**config.mk**
```make
export PLATFORM = sky130hd
export DESIGN_NAME = i2c_cfg_master
export DESIGN_NICKNAME = d
export VERILOG_FILES = /design/src/rtl/i2c_cfg_pkg.sv /design/src/rtl/i2c_cfg_master_tick_gen.sv /design/src/rtl/i2c_cfg_master.sv
export SDC_FILE = /design/constraint.sdc
export NUM_CORES = 1
export LEC_CHECK = 0
export ABC_AREA = 1
export CAP_MARGIN = 20
export CORE_AREA = 2 2 75 77
export CTS_CLUSTER_SIZE = 16
export DETAILED_ROUTE_END_ITERATION = 6
export DIE_AREA = 0 0 77 79
export PLACE_DENSITY_LB_ADDON = 0.25
export SETUP_SLACK_MARGIN = 0.3
export SYNTH_ARGS = -nofsm -noshare
export SYNTH_HDL_FRONTEND = slang
export SYNTH_SLANG_ARGS = --single-unit
```
**constraint.sdc**
```tcl
create_clock -name CLOCK -period 3.99 [get_ports CLOCK]
set_input_delay 0.798 -clock CLOCK [delete_from_list [all_inputs] [get_ports CLOCK]]
set_output_delay 0.798 -clock CLOCK [all_outputs]
set_load 0.02 [all_outputs]
```
**src/rtl/i2c_cfg_pkg.sv**
```systemverilog
// Shared types and constants for the I2C configuration write master.
// The optional early-abort-on-NACK behaviour is selected in i2c_cfg_master
// with the macro I2C_CFG_NACK_ABORT_EN.
package i2c_cfg_pkg;

    // Transfer sequencing states.
    typedef enum logic [2:0] {
        IDLE  = 3'd0,
        START = 3'd1,
        BIT   = 3'd2,
        ACKB  = 3'd3,
        STOP  = 3'd4,
        DONE  = 3'd5
    } state_e;

    // Quarter-bit phases inside every bit frame.
    localparam logic [1:0] PH0 = 2'd0;
    localparam logic [1:0] PH1 = 2'd1;
    localparam logic [1:0] PH2 = 2'd2;
    localparam logic [1:0] PH3 = 2'd3;

    // WM8731 7-bit address 0x1A with the write bit appended.
    localparam logic [7:0] WM8731_ADDR_W = 8'h34;

    // Number of ticks that make up one SCLK bit period.
    localparam int BITS_PER_TICKFRAME = 4;

    // Bus levels for a given state/phase: returns {sclk, sdat_oe}.
    // bit_v is the data bit currently being presented on SDAT.
    function automatic logic [1:0] bus_drive(input state_e st,
                                             input logic [1:0] ph,
                                             input logic bit_v);
        logic [1:0] drv;
        drv = 2'b10;
        case (st)
            START: begin
                case (ph)
                    PH0:     drv = 2'b10;
                    PH1:     drv = 2'b11;
                    PH2:     drv = 2'b11;
                    default: drv = 2'b01;
                endcase
            end
            BIT:  drv = {((ph == PH1) || (ph == PH2)), ~bit_v};
            ACKB: drv = {((ph == PH1) || (ph == PH2)), 1'b0};
            STOP: begin
                case (ph)
                    PH0:     drv = 2'b01;
                    PH1:     drv = 2'b11;
                    default: drv = 2'b10;
                endcase
            end
            default: drv = 2'b10;
        endcase
        return drv;
    endfunction

endpackage

```
**src/rtl/i2c_cfg_master_tick_gen.sv**
```systemverilog
// Quarter-bit tick generator: a free-running 0..DIV-1 counter whose tick
// output is high for one cycle while the count sits at DIV-1. clr restarts
// the count so the first tick of a transfer lands DIV cycles after start.
module i2c_tick_gen
    import i2c_cfg_pkg::*;
#(
    parameter int DIV = 125
) (
    input  logic CLOCK,
    input  logic RESET,
    input  logic clr,
    output logic tick
);

    localparam logic [9:0] LAST = 10'(DIV - 1);

    logic [9:0] cnt_q;
    logic [9:0] cnt_d;
    logic       tick_q;

    // Next count: restart on clr, wrap at DIV-1.
    always_comb begin
        cnt_d = cnt_q;
        if (clr) begin
            cnt_d = 10'd0;
        end else if (cnt_q == LAST) begin
            cnt_d = 10'd0;
        end else begin
            cnt_d = cnt_q + 10'd1;
        end
    end

    // Count register and registered tick (high while count == DIV-1).
    always_ff @(posedge CLOCK or negedge RESET) begin
        if (!RESET) begin
            cnt_q  <= 10'd0;
            tick_q <= 1'b0;
        end else begin
            cnt_q  <= cnt_d;
            tick_q <= (cnt_d == LAST);
        end
    end

    assign tick = tick_q;

endmodule

```
**src/rtl/i2c_cfg_master.sv**
```systemverilog
// I2C write master for codec configuration: sends a 24-bit word as
// START, three (8 data + ACK) bit frames and STOP, then raises END.
// Optional macro I2C_CFG_NACK_ABORT_EN: a missing ACK ends the transfer
// with STOP right after that byte's ACK slot.
module i2c_cfg_master
    import i2c_cfg_pkg::*;
#(
    parameter int DIV    = 125,
    parameter int NBYTES = 3
) (
    input  logic        CLOCK,
    input  logic        RESET,
    input  logic        GO,
    input  logic [23:0] DATA,
    output logic        END,
    output logic [2:0]  ACK,
    output logic        ACK_ERR,
    output logic        SCLK,
    output logic        SDAT_OE,
    input  logic        SDAT_IN
);

    localparam logic [1:0] LAST_BYTE = 2'(NBYTES - 1);

    state_e      state_q, state_d;
    logic [1:0]  ph_q, ph_d;
    logic [2:0]  bit_cnt_q, bit_cnt_d;
    logic [1:0]  byte_cnt_q, byte_cnt_d;
    logic [23:0] shift_q, shift_d;
    logic [2:0]  ack_q, ack_d;
    logic        ack_err_q, ack_err_d;
    logic        end_q, end_d;
    logic        go_prev_q;
    logic        sclk_q;
    logic        sdat_oe_q;

    logic        tick_s;
    logic        clr_s;
    logic        start_s;
    logic [1:0]  ack_idx_s;
    logic [1:0]  drive_s;

    i2c_tick_gen #(
        .DIV (DIV)
    ) u_tick (
        .CLOCK (CLOCK),
        .RESET (RESET),
        .clr   (clr_s),
        .tick  (tick_s)
    );

    // A start needs a fresh 0->1 on GO while idle.
    assign start_s   = (state_q == IDLE) && GO && !go_prev_q;
    // Byte 0 reports in ACK[2], the last byte in ACK[0].
    assign ack_idx_s = LAST_BYTE - byte_cnt_q;

    // Next-state logic: phases advance on ticks, counters track bits/bytes.
    always_comb begin
        state_d    = state_q;
        ph_d       = ph_q;
        bit_cnt_d  = bit_cnt_q;
        byte_cnt_d = byte_cnt_q;
        shift_d    = shift_q;
        ack_d      = ack_q;
        ack_err_d  = ack_err_q;
        end_d      = end_q;
        clr_s      = 1'b0;
        case (state_q)
            IDLE: begin
                if (start_s) begin
                    state_d    = START;
                    ph_d       = PH0;
                    bit_cnt_d  = 3'd0;
                    byte_cnt_d = 2'd0;
                    shift_d    = DATA;
                    ack_d      = 3'b000;
                    ack_err_d  = 1'b0;
                    end_d      = 1'b0;
                    clr_s      = 1'b1;
                end else begin
                    ph_d = PH0;
                end
            end
            START: begin
                if (tick_s) begin
                    ph_d = ph_q + 2'd1;
                    if (ph_q == PH3) begin
                        state_d    = BIT;
                        bit_cnt_d  = 3'd0;
                        byte_cnt_d = 2'd0;
                    end else begin
                        state_d = START;
                    end
                end else begin
                    ph_d = ph_q;
                end
            end
            BIT: begin
                if (tick_s) begin
                    ph_d = ph_q + 2'd1;
                    if (ph_q == PH3) begin
                        shift_d = {shift_q[22:0], 1'b0};
                        if (bit_cnt_q == 3'd7) begin
                            state_d   = ACKB;
                            bit_cnt_d = 3'd0;
                        end else begin
                            bit_cnt_d = bit_cnt_q + 3'd1;
                        end
                    end else begin
                        shift_d = shift_q;
                    end
                end else begin
                    ph_d = ph_q;
                end
            end
            ACKB: begin
                if (tick_s) begin
                    ph_d = ph_q + 2'd1;
                    if (ph_q == PH2) begin
                        ack_d[ack_idx_s] = ~SDAT_IN;
                    end else if (ph_q == PH3) begin
`ifdef I2C_CFG_NACK_ABORT_EN
                        if ((byte_cnt_q == LAST_BYTE) || !ack_q[ack_idx_s]) begin
`else
                        if (byte_cnt_q == LAST_BYTE) begin
`endif
                            state_d = STOP;
                        end else begin
                            state_d    = BIT;
                            byte_cnt_d = byte_cnt_q + 2'd1;
                        end
                    end else begin
                        ack_d = ack_q;
                    end
                end else begin
                    ph_d = ph_q;
                end
            end
            STOP: begin
                if (tick_s) begin
                    ph_d = ph_q + 2'd1;
                    if (ph_q == PH3) begin
                        state_d = DONE;
                    end else begin
                        state_d = STOP;
                    end
                end else begin
                    ph_d = ph_q;
                end
            end
            DONE: begin
                state_d   = IDLE;
                ph_d      = PH0;
                end_d     = 1'b1;
                ack_err_d = ~&ack_q;
            end
            default: begin
                state_d = IDLE;
                ph_d    = PH0;
            end
        endcase
    end

    // Bus levels are derived from the next state so SCLK/SDAT_OE flip on
    // the same edge as the phase they belong to.
    assign drive_s = bus_drive(state_d, ph_d, shift_d[23]);

    // State, datapath and registered pin drivers.
    always_ff @(posedge CLOCK or negedge RESET) begin
        if (!RESET) begin
            state_q    <= IDLE;
            ph_q       <= PH0;
            bit_cnt_q  <= 3'd0;
            byte_cnt_q <= 2'd0;
            shift_q    <= 24'd0;
            ack_q      <= 3'b000;
            ack_err_q  <= 1'b0;
            end_q      <= 1'b0;
            go_prev_q  <= 1'b0;
            sclk_q     <= 1'b1;
            sdat_oe_q  <= 1'b0;
        end else begin
            state_q    <= state_d;
            ph_q       <= ph_d;
            bit_cnt_q  <= bit_cnt_d;
            byte_cnt_q <= byte_cnt_d;
            shift_q    <= shift_d;
            ack_q      <= ack_d;
            ack_err_q  <= ack_err_d;
            end_q      <= end_d;
            go_prev_q  <= GO;
            sclk_q     <= drive_s[1];
            sdat_oe_q  <= drive_s[0];
        end
    end

    assign END     = end_q;
    assign ACK     = ack_q;
    assign ACK_ERR = ack_err_q;
    assign SCLK    = sclk_q;
    assign SDAT_OE = sdat_oe_q;

endmodule

```
* After elaboration in Yosys (flattened, before gate mapping) *
Cells that the tools add are included.

cells by class
  multiplexer cells = 50
  bitwise logic cells = 2
  $lt $le $gt $ge = 2
  add/subtract/negate cells = 5
  reduce and logical (&&, ||, !) cells = 21
  equal/unequal tests = 27

operators with widths
  kind                                                                     number
  24-bit 2-to-1 mux                                                        3
  3-bit 2-to-1 mux                                                         18
  24-bit case mux with 2 select lines                                      1
  10-bit by 7-bit equality test with 1-bit output, second input constant   2
  10-bit 2-to-1 mux                                                        2
  2-bit 2-to-1 mux                                                         10
  3-bit case mux with 5 select lines                                       1
  2-bit inequality test, second input constant                             7
  3-bit by 2-bit equality test with 1-bit output, second input constant    4
  3-bit equality test, second input constant                               4
  10-bit by 1-bit adder with 10-bit output, second input constant          1
  3-bit case mux with 3 select lines                                       1
  2-bit equality test, second input constant                               4
  2-bit case mux with 2 select lines                                       2
  2-bit case mux with 4 select lines                                       1
  4-bit AND reduction                                                      2
  8-bit AND reduction                                                      1
  3-bit by 1-bit equality test with 1-bit output, second input constant    2
  2-bit by 1-bit inequality test with 1-bit output, second input constant  3
  2-bit case mux with 3 select lines                                       1
  3-bit case mux with 2 select lines                                       1
  6-bit AND reduction                                                      1
  2-bit nonzero test                                                       3
  3-bit nonzero test                                                       2
  other kinds (20)                                                         30

word-level totals
  bits in registers = 53
  logic and storage cells = 121
  bits of input ports = 28
  output and inout port bits = 7

* Depth between registers and ports, before layout *
  depth in word-level cells = 9
  gate-level depth with buffers = 13
  depth with buffers taken out = 13

* Cells and area by module *
Synthesis repeated with hierarchy kept, for this count alone.

unflattened totals
  cells, all modules = 349
  area total of the unflattened synthesis = 2956.6 µm²

modules (own cells, without submodules)
  module          seq. area each (µm²)  cells an instance  times used  area an instance (µm²)
  i2c_cfg_master  1052.3                266                1           2298.5
  i2c_tick_gen    275.3                 83                 1           658.1

* Worst setup path after synthesis *
No wires, ideal clock.

  path type = in2reg
  start point = in GO
  end point = reg ack_q[1], in the netlist ACK[1]
  setup time = 0.128 ns
  cell stages on the path = 7
  data required time = 3.862 ns
  setup slack = 2.257 ns
  buffers on the path = 0
  data arrival time = 1.605 ns
  cell sequence = inv_1 -> nor2_2 -> nand3_4 -> inv_4 -> a31oi_2 -> o21ai_0 -> o31ai_1

between the ends
  cells in the longest elaborated chain, start to end = 4

ends and longest elaborated chain
  element                          RTL line               source
  start: declaration               i2c_cfg_master.sv:13   input logic GO,
  1-bit logical AND (2 in series)  i2c_cfg_master.sv:53   assign start_s = (state_q == IDLE) && GO && !go_prev_q;
  2-bit inequality test (no line)  -
  4-bit AND reduction (no line)    -
  end signal: assignment           i2c_cfg_master.sv:188  ack_q <= ack_d;
  end: declaration                 i2c_cfg_master.sv:30   logic [2:0] ack_q, ack_d;

No other way between the ends.
A chain may end at the register's enable or synchronous reset.

* Final worst setup path *
  start point = in GO
  end point = reg shift_q[3]

between the ends
  cells in the longest elaborated chain, start to end = 4

ends and longest elaborated chain
  element                          RTL line               source
  1-bit logical AND (2 in series)  i2c_cfg_master.sv:53
  2-bit inequality test (no line)  -
  4-bit AND reduction (no line)    -
  end signal: assignment           i2c_cfg_master.sv:187  shift_q <= shift_d;
  end: declaration                 i2c_cfg_master.sv:29   logic [23:0] shift_q, shift_d;

No other way between the ends.

==> metrics <==
Core ar.=~5300 µm²; fmax=431 MHz; Mapped Cells=388; clock insertion delay at the later pin of the skew report=310 ps; final hold vios=0; H-tree depth=2; VDD IR max=between 0.00015 and 0.0002 V; total power=about 900 µW; maxcap violations=0; P_leak=1.68 nW; placed cell area=3410 µm²; clock slew at reported path FFs=90 ps; Worst Skew=10.9 ps; clock buffer depth=2; routed wire length=5.91 mm; initial antenna violation count=0; CTS Hold Bufs=0; Placement Rows=27; PortBufs=34; Final HPWL DP=4.28 mm; CTS tree=built; antenna-violating nets left=0; Via Count=roughly 2.5k; post-synth cell types=34; Syn Nets=430; Rel. slew slack=0.432; total CTS buffers=5; Avg Inst Size Synth=7.97 µm²; async set or reset register ratio after synthesis=1.00; Crit Path Class=input pin to flop; 1st-pass router iterations=4; GPL Wtd Cong=around 0.89; Most used DFF post-synth=dfrtp_1; status=complete, no violations; Critical Path AT=2560 ps; clock sink count=53; pwr dens=250 nW/µm²; Max Slew Vio Count=0; starting density of the core=0.579; synth cell count leaders=nand2_1 (97), dfrtp_1 (52), inv_1 (52), nor2_1 (31), o21ai_1 (29); Worst Path Max Fanout=44; clock root buffer master=clkbuf_8; Worst Hold Class=input pin to asynchronous set/reset pin; Area contributors post-synth=dfrtp_1 (42%), nand2_1 (12%), inv_1 (6.3%), ha_1 (5.7%), o21ai_1 (4.7%); crit share post-route=0.582; Worst Max-Slew Pin Slew=between 800 and 900 ps; Post-synth EDFFs=0; element type at the critical path start=input pin; Ports=35; full die area=6080 µm²; Fin Setup TNS=0 ps; minimum clock period=2320 ps; Crit. End Element=flop; Area Growth Syn to Fin=13.2%; count leader, synth=nand2_1; sequential-to-total area share from yosys stat=0.429; vias per cell=~5; Post-CTS Setup Repair Bufs=0; Fill cells=494; flops & latches, synth=53; design area=about 3500 µm²; Ys Warns=0; total global routing overflow=0; pin count of the biggest net entering global routing=45; GRT Overall Usage=0.214; NumNets Final=461; Die X=77 µm; wire per inst=12.0 µm; post-synth top area cell=dfrtp_1; setup violators final=0; Synth top area share=0.421; share of layout cells above drive strength 1=0.0881; vias in the first global route=around 2.5k; cts repair resizes=0; Data required, critical path=4220 ps; Post-route DRC=0; Ant. Diodes=0; Synth Cell Area=a little over 3000 µm²; RSZ-0062 raised after global routing=no; Die Y=79 µm; first-pass GRT wire length=approximately 11 mm; Starting DRT DRC Count=95
## power by group
| part | switching (mW) | internal (mW) | leakage [nW] | total [mW] |
|---|---|---|---|---|
| logic | 0.0158 | 0.0237 | 1.07 | 0.0395 |
| clock network | 0.174 | 0.124 | 0.0374 | 0.298 |
| registers | 0.000385 | 0.537 | 0.574 | 0.538 |
| total | 0.190 | 0.685 | 1.68 | 0.875 |
## sequential cells by signal, summed over array words and instances, names as in the netlist, 2 cells and up
| name | count |
|---|---|
| state_q | 3 |
| bit_cnt_q | 3 |
| u_tick.cnt_q | 10 |
| ph_q | 2 |
| ACK | 3 |
| byte_cnt_q | 2 |
| shift_q | 24 |
## path summary, 6_finish.rpt
path	start	endpoint	slack, ps	cells past startpoint
worst min register to register	END$_DFFE_PN0P_	END$_DFFE_PN0P_	480	2
min in group CLOCK	END$_DFFE_PN0P_	END$_DFFE_PN0P_	480	2
max in group asynchronous	RESET	SCLK$_DFF_PN1_	2750	2
worst max-delay path	GO	shift_q[3]$_DFFE_PN0P_	1670	7
worst max register to register	u_tick.tick$_DFF_PN0_	shift_q[3]$_DFFE_PN0P_	1990	6
worst min-delay path	RESET	u_tick.cnt_q[1]$_DFF_PN0_	420	1
## per-layer routing
metal / global-route usage / wire [µm] / vias up
li1: - / - / 1295
met1: 0.268 / 2770 / 1168
met2: 0.382 / 2900 / 36
met3: 0.0352 / 180 / 4
met4: 0.0679 / 53 / 0
met5: 0 / 0 / -
## kinds of logic after synthesis
logic type      after synthesis  share of synthesized area
simple gates                185                      0.277
buf+inv                      67                      0.106
compound gates               65                      0.120
flops                        53                      0.429
fa+ha+maj                    14                     0.0566
xor+xnor                      4                     0.0113
## worst max-delay path, stage by stage
cell and delay [ps]:
clkdlybuf4s50_1 470, inv_1 60, nor2_2 200, o22ai_4 120, nor2_4 660, nand2_1 120, o21ai_1 120
## layout make-up
type | count | area [µm²] | area share
multi-input combinational | 268 | 1440 | 0.411
inverter | 56 | 215 | 0.0615
clock buffer | 6 | 72.6 | 0.0207
timing repair buffer | 35 | 343 | 0.0979
sequential | 53 | 1330 | 0.379
clock inverter | 2 | 15.0 | 0.00429
tap | 72 | 90.1 | 0.0257
## placed cells by master (no fill, tap or decap), drive strengths merged
master | Yosys | final
buf | 11 | 2
clkdlybuf4s50 | 0 | 33
xor2 | 4 | 4
nor3 | 8 | 8
o21bai | 3 | 3
o21ai | 53 | 53
nand4 | 3 | 3
ha | 14 | 14
inv | 56 | 56
clkbuf | 0 | 6
dfrtp | 52 | 52
dfstp | 1 | 1
nand2 | 103 | 103
clkinvlp | 0 | 2
nor2 | 39 | 39
o31ai | 2 | 2
or2 | 1 | 1
o211ai | 1 | 1
nand3 | 30 | 30
nand3b | 1 | 1
a31oi | 2 | 2
o22ai | 1 | 1
a21oi | 2 | 2
a31o | 1 | 1
## stage by stage
step           setup slack (ps)  std cells  hold slack (ps)  utilization
2_1_floorplan              2260        388              456            -
3_3_place_gp               1390        484              457        0.639
3_5_place_dp               1340        484              459        0.639
4_1_cts                    1660        492              426        0.656
5_1_grt                    1480        492              443        0.656
6_report                   1670        492              416        0.656
No activity file was read; power rests on OpenSTA's default activity.
==> patch 1: new RTL, same flow settings <==
Encoding of `state_e`: now one-hot (6 bits for 6 states).
--- a/src/rtl/i2c_cfg_pkg.sv
+++ b/src/rtl/i2c_cfg_pkg.sv
@@ -4,13 +4,13 @@
 package i2c_cfg_pkg;
 
     // Transfer sequencing states.
-    typedef enum logic [2:0] {
-        IDLE  = 3'd0,
-        START = 3'd1,
-        BIT   = 3'd2,
-        ACKB  = 3'd3,
-        STOP  = 3'd4,
-        DONE  = 3'd5
+    typedef enum logic [5:0] {
+        IDLE  = 6'b000001,
+        START = 6'b000010,
+        BIT   = 6'b000100,
+        ACKB  = 6'b001000,
+        STOP  = 6'b010000,
+        DONE  = 6'b100000
     } state_e;
 
     // Quarter-bit phases inside every bit frame.
Check against the original RTL: same outputs for any inputs over 10 cycles, from zero or initial values and one cycle with RESET low; not proved beyond that.
==> patch 1 against the unedited design <==
Utilization increased by 2.0 points; sequential cell count grew 3; cell area grew 3.1%; critical path depth grew 5; area after synthesis increased by 1.6%; worst hold slack improved by 0.064 ns; worst setup slack worse by 0.10 ns; sequential share of layout area rose by 0.97 points; routed wire length grew 8.1%; fmax down 4.3%; via count increased by 5.6%.
Power is not compared: it rests on default switching activity, and its combinational part moved more than twofold at a synthesized area within 25%.
==> patch 1: results (changes against the unedited design) <==
synthFlopType: "dfrtp_1"
root_buffer: "clkbuf_8"
crit_family: "simple AND/OR/NAND/NOR gates"
nNetsFinal: 469  # +1.7%
crit_fanout: 22  # -50%
placedInstanceArea_mm2: 0.00353  # +3.5%
place_congestion: 0.895  # +0.87%
worst_slew_pin_slew_ns: 0.704  # -0.145 ns
r2r_setup_slack_ns: 1.56  # -0.43 ns
synth.area.top_cells: "dfrtp_1 43%, nand2_1 13%, a32o_1 5.7%"
run_status: "complete, no violations"
syn_nets: 435  # +1.2%
dr_total_vias: 2643  # +5.6%
grtUsageTotal: 0.231  # +0.0169
grt_pass1_wl_um: 11300  # +6.5%
layout-drive-gt1-share: 0.0703  # -0.0178
crit_slowest_cell: "dfrtp_1"
synth_xor_xnor_area_share: 0.00836  # -0.00297
htree_levels: 2  # unchanged
drtIter0Drc: 230  # +140%
crit_arrival_ns: 2.63  # +0.07 ns
ys_warn_count: 0  # unchanged
seq_area_frac_synth: 0.447  # +0.0174
synth_cell_type_count: 36  # +5.9%
fin_skew_ns: 0.00547  # -0.00547 ns
antenna_found_initial: 0  # unchanged
critPathLaunchType: "register"
rr_worst_depth: 12  # +6
nFillCells: 479  # -3.0%
synth_common_cells: "113 x nand2_1, 54 x dfrtp_1, 48 x nor2_1"
grt_max_degree: 31  # -31%
r2r-end: "SDAT_OE"
ir_drop_mv: 0.297
postCtsSetupBuffers: 0  # unchanged
dp_hpwl_um: 4550  # +6.2%
synthArstFlopShare: 1.00  # unchanged
hold_class: "register to register"
synth-compound-area-share: 0.111  # -0.00948
synth-adder-area-share: 0.0557  # -0.000902
slowest_delay_ns: 0.43  # -0.23 ns
post_drt_wl_per_cell_um: 12.8  # +6.6%
largestRegisters: "shift_q (24), u_tick.cnt_q (10), state_q (6)"
timing.rr.start: "state_q[5]"
==> patch 1: through the flow <==
| step | cells | total power [mW] | setup WS, ns | hold WS [ns] | util |
|---|---|---|---|---|---|
| after floorplan | 393 | 1.24 | 2.09 | 0.442 | - |
| after global placement | 492 | 1.36 | 1.30 | 0.455 | 0.662 |
| after detailed placement | 492 | 1.39 | 1.27 | 0.462 | 0.662 |
| after CTS | 499 | 1.69 | 1.57 | 0.485 | 0.676 |
| after global routing | 499 | 1.82 | 1.35 | 0.523 | 0.676 |
| final | 499 | 1.68 | 1.56 | 0.480 | 0.676 |
==> patch 1: power by group through the flow <==
| stage | combinational, mW | sequential, mW | clock [mW] |
|---|---|---|---|
| 2_1_floorplan | 0.456 | 0.783 | 0 |
| 5_1_grt | 0.696 | 0.798 | 0.323 |
| 3_5_place_dp | 0.599 | 0.788 | 0 |
| 6_report | 0.602 | 0.781 | 0.298 |
| 3_3_place_gp | 0.579 | 0.785 | 0 |
| 4_1_cts | 0.603 | 0.779 | 0.305 |
==> patch 1: cell families after synthesis <==
| family | count (synthesis) |
|---|---|
| xor gates and xnor gates | 3 |
| DFF | 56 |
| buffers and inverters | 59 |
| adders and majority gates | 14 |
| AOI/OAI and AO/OA | 46 |
| and+or+nand+nor | 215 |
==> patch 1: metal layers <==
metal / vias to the layer above / GRT usage / wire length (µm)
met3: 5 / 0.0432 / 228
met1: 1235 / 0.306 / 3000
met5: - / 0 / 0
met4: 0 / 0.0768 / 65
met2: 60 / 0.388 / 3090
li1: 1343 / - / -
==> patch 1: layout make-up <==
type	count	area, µm²	share of cell area
multi-input cells	278	1500	0.415
inverters	49	184	0.0510
flip-flops and latches	56	1400	0.389
clock buffers	6	72.6	0.0201
repair buffers	37	358	0.0991
well taps	72	90.1	0.0250
clock inverters	1	5.00	0.00139
==> patch 2: new RTL, config.mk and constraints unchanged <==
Made on the original files. Add a define of `I2C_CFG_NACK_ABORT_EN`.
--- a/src/rtl/i2c_cfg_master.sv
+++ b/src/rtl/i2c_cfg_master.sv
@@ -2,6 +2,8 @@
 // START, three (8 data + ACK) bit frames and STOP, then raises END.
 // Optional macro I2C_CFG_NACK_ABORT_EN: a missing ACK ends the transfer
 // with STOP right after that byte's ACK slot.
+`define I2C_CFG_NACK_ABORT_EN
+
 module i2c_cfg_master
     import i2c_cfg_pkg::*;
 #(
Behaviour: no difference found for any inputs over 10 cycles, from zero or initial values and one cycle with RESET low; that may be too few to reach the edited logic, so the function may still have changed.
==> patch 2 against the unedited design <==
Area after synthesis shrank 7.6%; routed wire length shrank 6.6%; total power grew 6.9%; cell area shrank 4.1%; worst setup slack lost 0.13 ns; sequential cell count is the same; count of clock-buffer cells in the layout is the same; sequential power is essentially flat; highest routed layer unchanged.
==> patch 2: results (changes against the unedited design) <==
run_status: "complete, no violations"
pg_comb_uw: 38.0  # -4%
dp_slack_ns: 1.17  # -0.172 ns
slowest_delay_ns: 0.47  # -0.19 ns
drtIter0Drc: 185  # +95%
syn_nets: 405  # -5.8%
wl_met2_um: 2680  # -7.6%
fin_skew_ns: 0.00955  # -0.00139 ns
io_buffer_count: 34  # unchanged
clockPowerShare: 0.385  # +0.045
rr_worst_depth: 8  # +2
r2r-end: "shift_q[19]"
cp-startpoint: "GO"
clockBufferDepth: 2  # unchanged
min_path_cells: 2
fin_crit_ns: 2.46  # +0.135 ns
route.met3.wl_um: 203  # +13%
fin_hold_ws_ns: 0.491  # +0.0759 ns
crit_slowest_cell: "clkdlybuf4s50_1"
syn_avg_cell_area_um2: 7.85  # -1.5%
placedCellCount: 463  # -4.3%
p_int_uw: 749  # +9.4%
min_to: "shift_q[12]"
power_leakage_nw: 1.61  # -4.4%
crit_family: "buffers and inverters"
synth.area.top_cells: "dfrtp_1 46%, nand2_1 12%, nand3_1 11%"
synthArstFlopShare: 1.00  # unchanged
synth_cell_type_count: 28  # -18%
seq_area_frac_synth: 0.464  # +0.0351
dp_hpwl_um: 4070  # -5.0%
grt_pass1_wl_um: 9590  # -9.7%
nNetsFinal: 439  # -4.8%
grt_max_degree: 40  # -11%
drt_wl_total_um: 5520  # -6.6%
viasPerCell: 5.06  # -0.63%
place_congestion: 0.862  # -2.8%
relSlewSlack: 0.420  # -0.0123
crit_arrival_ns: 2.65  # +0.09 ns
timing.rr.start: "ph_q[0]"
postCtsSetupBuffers: 0  # unchanged
dr_total_vias: 2381  # -4.9%
layout-drive-gt1-share: 0.0677  # -0.0204
wirelength_met1_um: 2560  # -7.4%
crit_fanout: 12  # -73%
r2r_setup_slack_ns: 1.74  # -0.25 ns
synth_common_cells: "94 x nand2_1, 63 x nand3_1, 52 x dfrtp_1"
hold_class: "register to register"
largestRegisters: "shift_q (24), u_tick.cnt_q (10)"
grt_pass1_vias: 2254  # -9.3%
grtUsageTotal: 0.195  # -0.0196
placedInstanceArea_mm2: 0.00325  # -4.9%
power_frac_comb: 0.041  # -0.004
htree_levels: 2  # unchanged
ir_drop_mv: 0.127  # -26%
endpoint: "SDAT_OE"
[patch 2: per-layer routing]
metal  vias up  track usage
met5         -            0
met4         0       0.0625
met3         8       0.0398
met2        43        0.329
met1      1108        0.254
li1       1222            -
[patch 2: final cells by class]
class | count | area [µm²]
timing repair buffer | 36 | 350
sequential | 53 | 1330
tap | 72 | 90.1
inverter | 54 | 203
clock inverter | 2 | 38.8
clock buffer | 6 | 72.6
fill | 504 | 1980
multi-input combinational | 248 | 1270
[patch 2: logic make-up (layout without fill, tap and decap cells)]
| group | count (synthesis) | count (layout) | synth area share |
|---|---|---|---|
| simple gates | 207 | 207 | 0.329 |
| buf+inv | 63 | 98 | 0.0897 |
| compound gates | 26 | 26 | 0.0538 |
| xor+xnor | 2 | 2 | 0.00613 |
| fa+ha+maj | 13 | 13 | 0.0569 |
| flops | 53 | 53 | 0.464 |
